<file path="config.mk">
export PLATFORM = sky130hd
export DESIGN_NAME = phy_tx_scheduler
export DESIGN_NICKNAME = d
export VERILOG_FILES = /design/src/rtl/pd_phy_pkg.sv /design/src/rtl/phy_tx_sched_timer.sv /design/src/rtl/phy_tx_scheduler.sv
export SDC_FILE = /design/constraint.sdc
export NUM_CORES = 1
export LEC_CHECK = 0
export ABC_AREA = 1
export BUFFER_PORTS_ARGS = -buffer_cell sky130_fd_sc_hd__buf_2
export CAP_MARGIN = 25
export CORE_MARGIN = 2
export CORE_UTILIZATION = 60
export DETAILED_ROUTE_END_ITERATION = 8
export PLACE_DENSITY = 0.95
export SYNTH_ARGS = -nofsm -noshare
export SYNTH_HDL_FRONTEND = slang
export SYNTH_SLANG_ARGS = --single-unit
</file>
<file path="constraint.sdc">
create_clock -name clk -period 2.75 [get_ports clk]
set_input_delay 0.275 -clock clk [delete_from_list [all_inputs] [get_ports clk]]
set_output_delay 0.275 -clock clk [all_outputs]
set_load 0.005 [all_outputs]
</file>
<file path="src/rtl/pd_phy_pkg.sv">
// Shared PHY-side definitions: packet-type codes and the transmit scheduler state encoding.
package pd_phy_pkg;

  localparam logic [2:0] PKT_SOP         = 3'd0;
  localparam logic [2:0] PKT_SOP_P       = 3'd1;
  localparam logic [2:0] PKT_SOP_PP      = 3'd2;
  localparam logic [2:0] PKT_HARD_RESET  = 3'd3;
  localparam logic [2:0] PKT_CABLE_RESET = 3'd4;
  localparam logic [2:0] PKT_BIST        = 3'd5;

  typedef enum logic [2:0] {
    ST_IDLE      = 3'd0,
    ST_ISSUE     = 3'd1,
    ST_WAIT_DONE = 3'd2,
    ST_BACKOFF   = 3'd3,
    ST_REPORT    = 3'd4
  } sched_state_t;

endpackage

</file>
<file path="src/rtl/phy_tx_sched_timer.sv">
// Saturating down-counter shared by the retry backoff and the done-timeout.
// Loading N makes expired assert after N enabled cycles.
module phy_tx_sched_timer #(
  parameter int W = 13
) (
  input  logic         clk,
  input  logic         rst,
  input  logic         load,
  input  logic [W-1:0] load_val,
  input  logic         en,
  output logic         expired
);

  logic [W-1:0] cnt;

  // NOTE: sequential state uses non-blocking assignments so every flop samples pre-edge values.
  always_ff @(posedge clk) begin
    if (rst) begin
      cnt <= '0;
    end else if (load) begin
      cnt <= load_val;
    end else if (en && (cnt != '0)) begin
      cnt <= cnt - W'(1);
    end
  end

  assign expired = (cnt == '0);

endmodule

</file>
<file path="src/rtl/phy_tx_scheduler.sv">
// Shares the PHY transmit request interface between the reset path (port 0) and the
// message path (port 1): fixed priority, receive deferral, retry with backoff, done-timeout.
module phy_tx_scheduler
  import pd_phy_pkg::*;
#(
  parameter int MAX_RETRY      = 2,
  parameter int BACKOFF_CYCLES = 64,
  parameter int DONE_TIMEOUT   = 4096
) (
  input  logic       clk,
  input  logic       rst,
  input  logic       req0_en,
  input  logic [2:0] req0_type,
  input  logic       req1_en,
  input  logic [2:0] req1_type,
  output logic       req0_done,
  output logic       req1_done,
  output logic       req_result,
  input  logic       rx_busy,
  output logic       tx_packet_en,
  output logic [2:0] tx_packet_type,
  input  logic       tx_packet_done,
  input  logic       tx_packet_result,
  output logic       sched_busy,
  output logic       sched_owner,
  output logic       timeout_flag
);

  localparam int TMR_MAX = (BACKOFF_CYCLES > DONE_TIMEOUT) ? BACKOFF_CYCLES : DONE_TIMEOUT;
  localparam int TMR_W   = $clog2(TMR_MAX + 1);
  localparam int ATT_W   = (MAX_RETRY > 0) ? $clog2(MAX_RETRY + 1) : 1;

  // Loads are one short because the transition edge that loads the timer counts as cycle one.
  localparam logic [TMR_W-1:0] BACKOFF_LOAD = TMR_W'(BACKOFF_CYCLES - 1);
  localparam logic [TMR_W-1:0] TIMEOUT_LOAD = TMR_W'(DONE_TIMEOUT - 1);
  localparam logic [ATT_W-1:0] ATT_LIMIT    = ATT_W'(MAX_RETRY);

  sched_state_t     state;
  logic             owner;
  logic [ATT_W-1:0] attempts;
  logic             result_q;

  logic             strobe_ok;
  logic             retry_ok;
  logic             tmr_load;
  logic             tmr_en;
  logic             tmr_expired;
  logic [TMR_W-1:0] tmr_load_val;

  // Message traffic never strobes while the PHY is receiving, first attempt or retry.
  assign strobe_ok    = (state == ST_ISSUE) && !(owner && rx_busy);
  assign retry_ok     = (state == ST_WAIT_DONE) && tx_packet_done && !tx_packet_result &&
                        (attempts < ATT_LIMIT);
  assign tmr_load     = strobe_ok || retry_ok;
  assign tmr_load_val = strobe_ok ? TIMEOUT_LOAD : BACKOFF_LOAD;
  assign tmr_en       = (state == ST_WAIT_DONE) || (state == ST_BACKOFF);

  assign sched_busy  = (state != ST_IDLE);
  assign sched_owner = owner;

  phy_tx_sched_timer #(.W(TMR_W)) u_timer (
    .clk      (clk),
    .rst      (rst),
    .load     (tmr_load),
    .load_val (tmr_load_val),
    .en       (tmr_en),
    .expired  (tmr_expired)
  );

  always_ff @(posedge clk) begin
    if (rst) begin
      state          <= ST_IDLE;
      owner          <= 1'b0;
      attempts       <= '0;
      result_q       <= 1'b0;
      tx_packet_en   <= 1'b0;
      tx_packet_type <= '0;
      req0_done      <= 1'b0;
      req1_done      <= 1'b0;
      req_result     <= 1'b0;
      timeout_flag   <= 1'b0;
    end else begin
      tx_packet_en <= 1'b0;
      req0_done    <= 1'b0;
      req1_done    <= 1'b0;
      req_result   <= 1'b0;

      case (state)
        ST_IDLE: begin
          if (req0_en || (req1_en && !rx_busy)) begin
            owner          <= !req0_en;
            tx_packet_type <= req0_en ? req0_type : req1_type;
            attempts       <= '0;
            timeout_flag   <= 1'b0;
            state          <= ST_ISSUE;
          end
        end

        ST_ISSUE: begin
          if (strobe_ok) begin
            tx_packet_en <= 1'b1;
            state        <= ST_WAIT_DONE;
          end
        end

        // A done landing on the expiry cycle is honoured before the timeout.
        ST_WAIT_DONE: begin
          if (tx_packet_done) begin
            if (tx_packet_result) begin
              result_q <= 1'b1;
              state    <= ST_REPORT;
            end else if (retry_ok) begin
              attempts <= attempts + ATT_W'(1);
              state    <= ST_BACKOFF;
            end else begin
              result_q <= 1'b0;
              state    <= ST_REPORT;
            end
          end else if (tmr_expired) begin
            timeout_flag <= 1'b1;
            result_q     <= 1'b0;
            state        <= ST_REPORT;
          end
        end

        ST_BACKOFF: begin
          if (owner && req0_en) begin
            result_q <= 1'b0;
            state    <= ST_REPORT;
          end else if (tmr_expired) begin
            state <= ST_ISSUE;
          end
        end

        ST_REPORT: begin
          req0_done      <= !owner;
          req1_done      <= owner;
          req_result     <= result_q;
          tx_packet_type <= '0;
          owner          <= 1'b0;
          state          <= ST_IDLE;
        end

        default: state <= ST_IDLE;
      endcase
    end
  end

endmodule

</file>
# Word-level counts from Yosys, hierarchy flattened
# Index checks and enable logic that the tools add are counted.
[totals]
regBits = 28
in_bits = 13
output_inout_bits = 10
elab_cells = 95
[classes]
n_addsub = 2
magnitude_cmp = 1
n_eq_ne = 15
mux = 33
bitwise_logic = 2
reduce_logical = 31
[op_table]
columns = ["operator", "count"]
rows = [
  ["3-bit 2-to-1 mux", 10],
  ["13-bit 2-to-1 mux", 2],
  ["2-bit != test, second input constant", 7],
  ["13-bit zero test", 1],
  ["13-bit nonzero test", 1],
  ["13-bit by 1-bit subtractor with 13-bit output, second input constant", 1],
  ["12-bit 2-to-1 mux", 1],
  ["3-bit case mux with 4 select lines", 1],
  ["4-bit AND reduction", 3],
  ["1-bit 2-to-1 mux", 10],
  ["1-bit logical AND", 8],
  ["2-bit 2-to-1 mux", 4],
  ["2-bit nonzero test", 4],
  ["3-bit by 2-bit equality test with 1-bit output, second input constant", 2],
  ["1-bit case mux with 2 select lines", 3],
  ["3-bit case mux with 2 select lines", 1],
  ["1-bit zero test", 5],
  ["5-bit AND reduction", 1],
  ["4-bit != test, second input constant", 1],
  ["2-bit case mux with 2 select lines", 1],
  ["2-bit OR reduction", 2],
  ["3-bit by 1-bit equality test with 1-bit output, second input constant", 1],
  ["3-bit equality test, second input constant", 1],
  ["3-bit zero test", 1],
  ["9 further kinds", 12],
]

# Logic depth before layout (Yosys ltp)
[logic_depth]
word_depth = 8
ltp_mapped = 10
mapped_depth_nobuf = 10

# Modules after synthesis
# From an unflattened synthesis, not the netlist that was laid out.
[hier_totals]
cells_unflattened = 281
area_unflattened_um2 = 1736.7
[modules_own_cells]
columns = ["mod", "instances", "cells_each", "area_per_inst_um2", "seq_area_each_um2"]
rows = [
  ["phy_tx_sched_timer", 1, 156, 957.2, 260.2],
  ["phy_tx_scheduler", 1, 125, 779.5, 300.3],
]

# Worst setup path after synthesis
# No wires, ideal clock.
[synth_path]
path_kind = "reg2reg"
startpoint = "register u_timer.cnt[0]"
endpoint = "register u_timer.cnt[10]"
setup_ps = 115
t_arrival_ps = 1300
t_required_ps = 2635
slack_ps = 1335
stages_incl_launch_ff = 11
path_buffers = 1
period_less_slack_ps = 1415
path_cell_list = "dfxtp_1 -> inv_1 -> ha_1 -> inv_1 -> nor2_1 -> nand2_4 -> nand2_8 -> nand2_2 -> buf_6 -> o21ai_1 -> nor2_1"
[synth_between]
elab_chain_cells = 3
elab_cells_between_ends = 6
cone_classes = "add/sub: 1; mux: 2; reduce/logical: 3"
[synth_lines]
columns = ["element", "line", "text"]
rows = [
  ["start: declaration", "phy_tx_sched_timer.sv:14", "logic [W-1:0] cnt;"],
  ["start signal: assignment", "phy_tx_sched_timer.sv:21", "cnt <= load_val;"],
  ["start signal: assignment", "phy_tx_sched_timer.sv:23", "cnt <= cnt - W'(1);"],
  ["13-bit by 1-bit subtractor with 13-bit output / 13-bit nonzero test (equally long branches)", "phy_tx_sched_timer.sv:23, phy_tx_sched_timer.sv:22", ""],
  ["13-bit 2-to-1 mux / 1-bit logical AND (equally long branches)", "phy_tx_sched_timer.sv:22", "end else if (en && (cnt != '0)) begin"],
  ["13-bit 2-to-1 mux / 2-bit nonzero test (equally long branches)", "n/a", ""],
]
# Several ways; a longest one is shown, not always the timed one. The select of a mux whose other input is x is not followed.
# A chain may end at the register's enable or synchronous reset.

# Worst setup path in the final report
# Ends and elaborated chain as after synthesis.

==> run_results.csv <==
group,metric,value,unit
global_routing,grt_pass1_vias,1411,
timing,worst_clock_skew,9.484,ps
worst_setup_path,timing.critical_path.to,"u_timer.cnt[10]$_SDFFE_PP0P_",
worst_setup_path,timing.rr.start,"u_timer.cnt[0]$_SDFFE_PP0P_",
timing,finalSetupViolCount,0,
worst_setup_path,worstPathMaxFanout,11,
routing,wl_final,3516,um
synthesis,post_synth_inst_count,233,
cells_and_area,syn2layout_area_growth,9.528,%
synthesis,synth-edff-count,0,
global_routing,grt_first_pass_wirelength,6016,um
cells_and_area,fillerInstances,210,
routing,drtAntennaViolNets,0,
clocking,cts_repair_resize_count,0,
synthesis,number_of_synthesized_register_bits,28,
global_routing,antenna_found_initial,0,
timing,finalSetupTns,0,ps
clocking,ctsHtreeMaxLevel,1,
worst_setup_path,worstSetupStartpointType,"flop",
die,rows,18,
timing,slew_viol_final,0,
timing,setup_repair_after_global_routing_missed_its_margin,"no",
timing,period_needed,1661,ps
clocking,clk_transition_reported_paths,150,ps
synthesis,synth_largest_area_cell,"sky130_fd_sc_hd__dfxtp_1",
clocking,cts_hold_buffers,0,
cells_and_area,final_nets,271,
die,floorplan.die.height,55.89,um
place,dp_hpwl,2638,um
cells_and_area,mostFrequentLayoutCell,"sky130_fd_sc_hd__nand2_1",
timing,maximum_operating_frequency,602.1,MHz
routing,drt_via_density,5.435,
cells_and_area,finish.cell_count_without_fillers,285,
die,num_io_pins,23,
synthesis,synth.cell_area,1615,um^2
timing,hold_viol,0,
die,initial_core_util,64.04,%
worst_setup_path,worst-endpoint-arrival,1940,ps
cells_and_area,drive_gt1_share,19.61,%
global_routing,global_route_total_overflow,0,
cells_and_area,final_cell_mix,"sky130_fd_sc_hd__nand2_1 (50), sky130_fd_sc_hd__nor2_1 (36), sky130_fd_sc_hd__dfxtp_1 (28), sky130_fd_sc_hd__inv_1 (24), sky130_fd_sc_hd__buf_2 (22)",
synthesis,ffs_w_async_s_r_synth,0,%
die,die_x,55.89,um
place,dp.cells,281,
synthesis,yosysTopAreaCellShare,34.70,%
routing,detail_route.wl_per_cell,12.34,um
clocking,number_of_buffers_added_for_setup_after_cts,0,
cells_and_area,area_taken_by_flip_flops_and_latches,560.5,um^2
timing,finalCritPeriodShare,60.40,%
place,gp_routability_congestion,0.9000,
cells_and_area,multi_input_area,915.9,um^2
synthesis,synth_sequential_area_ratio,34.70,%
power_and_ir_drop,peak_supply_drop,0.7491,mV
clocking,clock_tree.root_cell,"sky130_fd_sc_hd__clkbuf_4",
synthesis,synth_area_leaders,"sky130_fd_sc_hd__dfxtp_1 (35%), sky130_fd_sc_hd__nand2_1 (12%), sky130_fd_sc_hd__nor2_1 (8.4%)",
run_status,status,"completed",
min_path,hold-path-cell-count,3,
routing,drt_first_iter_violations,77,
global_routing,grtUsageTotal,23.93,%
synthesis,post_synth.cell_area_avg,6.933,um^2
die,die_area,3123,um^2
worst_setup_path,startpoint,"u_timer.cnt[0]$_SDFFE_PP0P_",
power_and_ir_drop,p_leak,0.0009052,uW
worst_setup_path,worst_r2r_endpoint,"u_timer.cnt[10]$_SDFFE_PP0P_",
clocking,cts.sink_count,28,
clocking,cts_tree,"yes",
routing,drtPass1Iterations,5,
routing,num_vias,1549,
flow_run,max-cap-violations,0,
clocking,worst_skew_pair.late_latency,340,ps
worst_setup_path,endpoint_kind,"flop",
timing,slew_headroom,76.74,%
power_and_ir_drop,power_density,1058,nW/um^2
place,numPortBuffers,22,
clocking,number_of_buffers_added_by_the_clock_tree_synthesis_step,3,
cells_and_area,antenna_cells,0,
die,placeableCoreArea,2522,um^2
synthesis,synth_fp_nets,248,
worst_setup_path,r2r.worst_path.cells,10,
worst_setup_path,critPathRequiredTime,3030,ps
timing,hold_ws,297.9,ps
clocking,clock_tree.buffer_depth,2,
min_path,holdCritPathClass,"in2reg",
global_routing,grt_max_degree,18,
worst_setup_path,crit_type,"reg2reg",
timing,tightest_slew,349.0,ps
routing,drc,0,
worst_setup_path,reg2reg_setup_slack,1090,ps
synthesis,yosysWarnings,0,
synthesis,post_synth_num_cell_types,31,
synthesis,dominantRegCellSynth,"sky130_fd_sc_hd__dfxtp_1",
## synthesized netlist by cell type, types with 2 or more instances
| library cell | count |
|---|---|
| sky130_fd_sc_hd__a21oi_1 | 20 |
| sky130_fd_sc_hd__nand2_4 | 2 |
| sky130_fd_sc_hd__inv_2 | 4 |
| sky130_fd_sc_hd__o21ai_1 | 8 |
| sky130_fd_sc_hd__nor2_2 | 3 |
| sky130_fd_sc_hd__nor3_1 | 2 |
| sky130_fd_sc_hd__nor2_1 | 36 |
| sky130_fd_sc_hd__inv_1 | 24 |
| sky130_fd_sc_hd__or2_2 | 3 |
| sky130_fd_sc_hd__nand2_2 | 2 |
| sky130_fd_sc_hd__nand2_1 | 50 |
| sky130_fd_sc_hd__buf_6 | 2 |
| sky130_fd_sc_hd__clkbuf_1 | 2 |
| sky130_fd_sc_hd__nand3_1 | 21 |
| sky130_fd_sc_hd__dfxtp_1 | 28 |
| sky130_fd_sc_hd__ha_1 | 2 |
| sky130_fd_sc_hd__nor2_8 | 3 |
| sky130_fd_sc_hd__xor2_1 | 3 |
| sky130_fd_sc_hd__mux2_2 | 3 |
| sky130_fd_sc_hd__o21ai_0 | 4 |
## cells by family (layout without fill, tap and decap cells)
logic type | after synthesis | after routing | share of synthesized area (%)
AND/OR/NAND/NOR | 129 | 129 | 39.89
adder cells (fa/ha/maj) | 2 | 2 | 1.549
AO/OA/AOI/OAI | 34 | 34 | 11.00
flip-flops | 28 | 28 | 34.70
buffers and inverters | 33 | 55 | 8.598
multiplexers | 3 | 3 | 2.091
XOR/XNOR | 4 | 4 | 2.169
## power by group
group	switching (uW)	internal (uW)
Combinational	694	382
Sequential	87.3	505
Clock	123	81.2
## through the flow
step	cell area (um^2)	setup slack, ps	utilization (%)	power, uW
global placement	1733	1198	68.70	1617
CTS	1769	1128	70.14	1861
floorplan	1615	1335	-	1470
finish	1769	1089	70.14	1873
detailed placement	1733	1180	68.70	1648
global route	1769	965.2	70.14	2043
## registers in the layout (all words and copies together), names as in the netlist
register and count:
u_timer.cnt 13, state 3, tx_packet_type 3, attempts 2
req0_done 1, req1_done 1, req_result 1, result_q 1
sched_owner 1, timeout_flag 1, tx_packet_en 1
## layout make-up
class,count,share of cell area [%]
flip-flops and latches,28,31.68
repair buffers,22,6.223
clock buffers,4,2.051
well taps,30,2.122
inverters,29,6.153
multi-input cells,172,51.77
## how the worst min path moves through the flow
stage                               start                   endpoint  slack (ps)
floorplan           result_q$_SDFFE_PP0P_      req_result$_SDFF_PP0_         420
global placement    result_q$_SDFFE_PP0P_      req_result$_SDFF_PP0_         430
detailed placement  result_q$_SDFFE_PP0P_      req_result$_SDFF_PP0_         430
CTS                        tx_packet_done  timeout_flag$_SDFFE_PP0P_         300
global route               tx_packet_done  timeout_flag$_SDFFE_PP0P_         300
finish                            req0_en   sched_owner$_SDFFE_PP0P_         300
## critical path, cell delays in order, from the launching register on
cell and delay (ps):
sky130_fd_sc_hd__dfxtp_1 340, sky130_fd_sc_hd__inv_1 120, sky130_fd_sc_hd__ha_1 190, sky130_fd_sc_hd__inv_1 40, sky130_fd_sc_hd__nor2_1 210, sky130_fd_sc_hd__nand2_4 120
sky130_fd_sc_hd__nand2_8 100, sky130_fd_sc_hd__nand2_2 150, sky130_fd_sc_hd__nand2_1 180, sky130_fd_sc_hd__nor2_1 60, sky130_fd_sc_hd__nor2_1 90
## metal layers
metal,vias to the layer above,global-route usage [%],part of all wire (%)
met4,0,7.823,1.1
met5,-,0,0
met2,70,38.95,46
li1,786,-,-
met3,6,3.023,8.8
met1,687,33.04,44
Note: power is estimated with default switching activity, not from simulation.
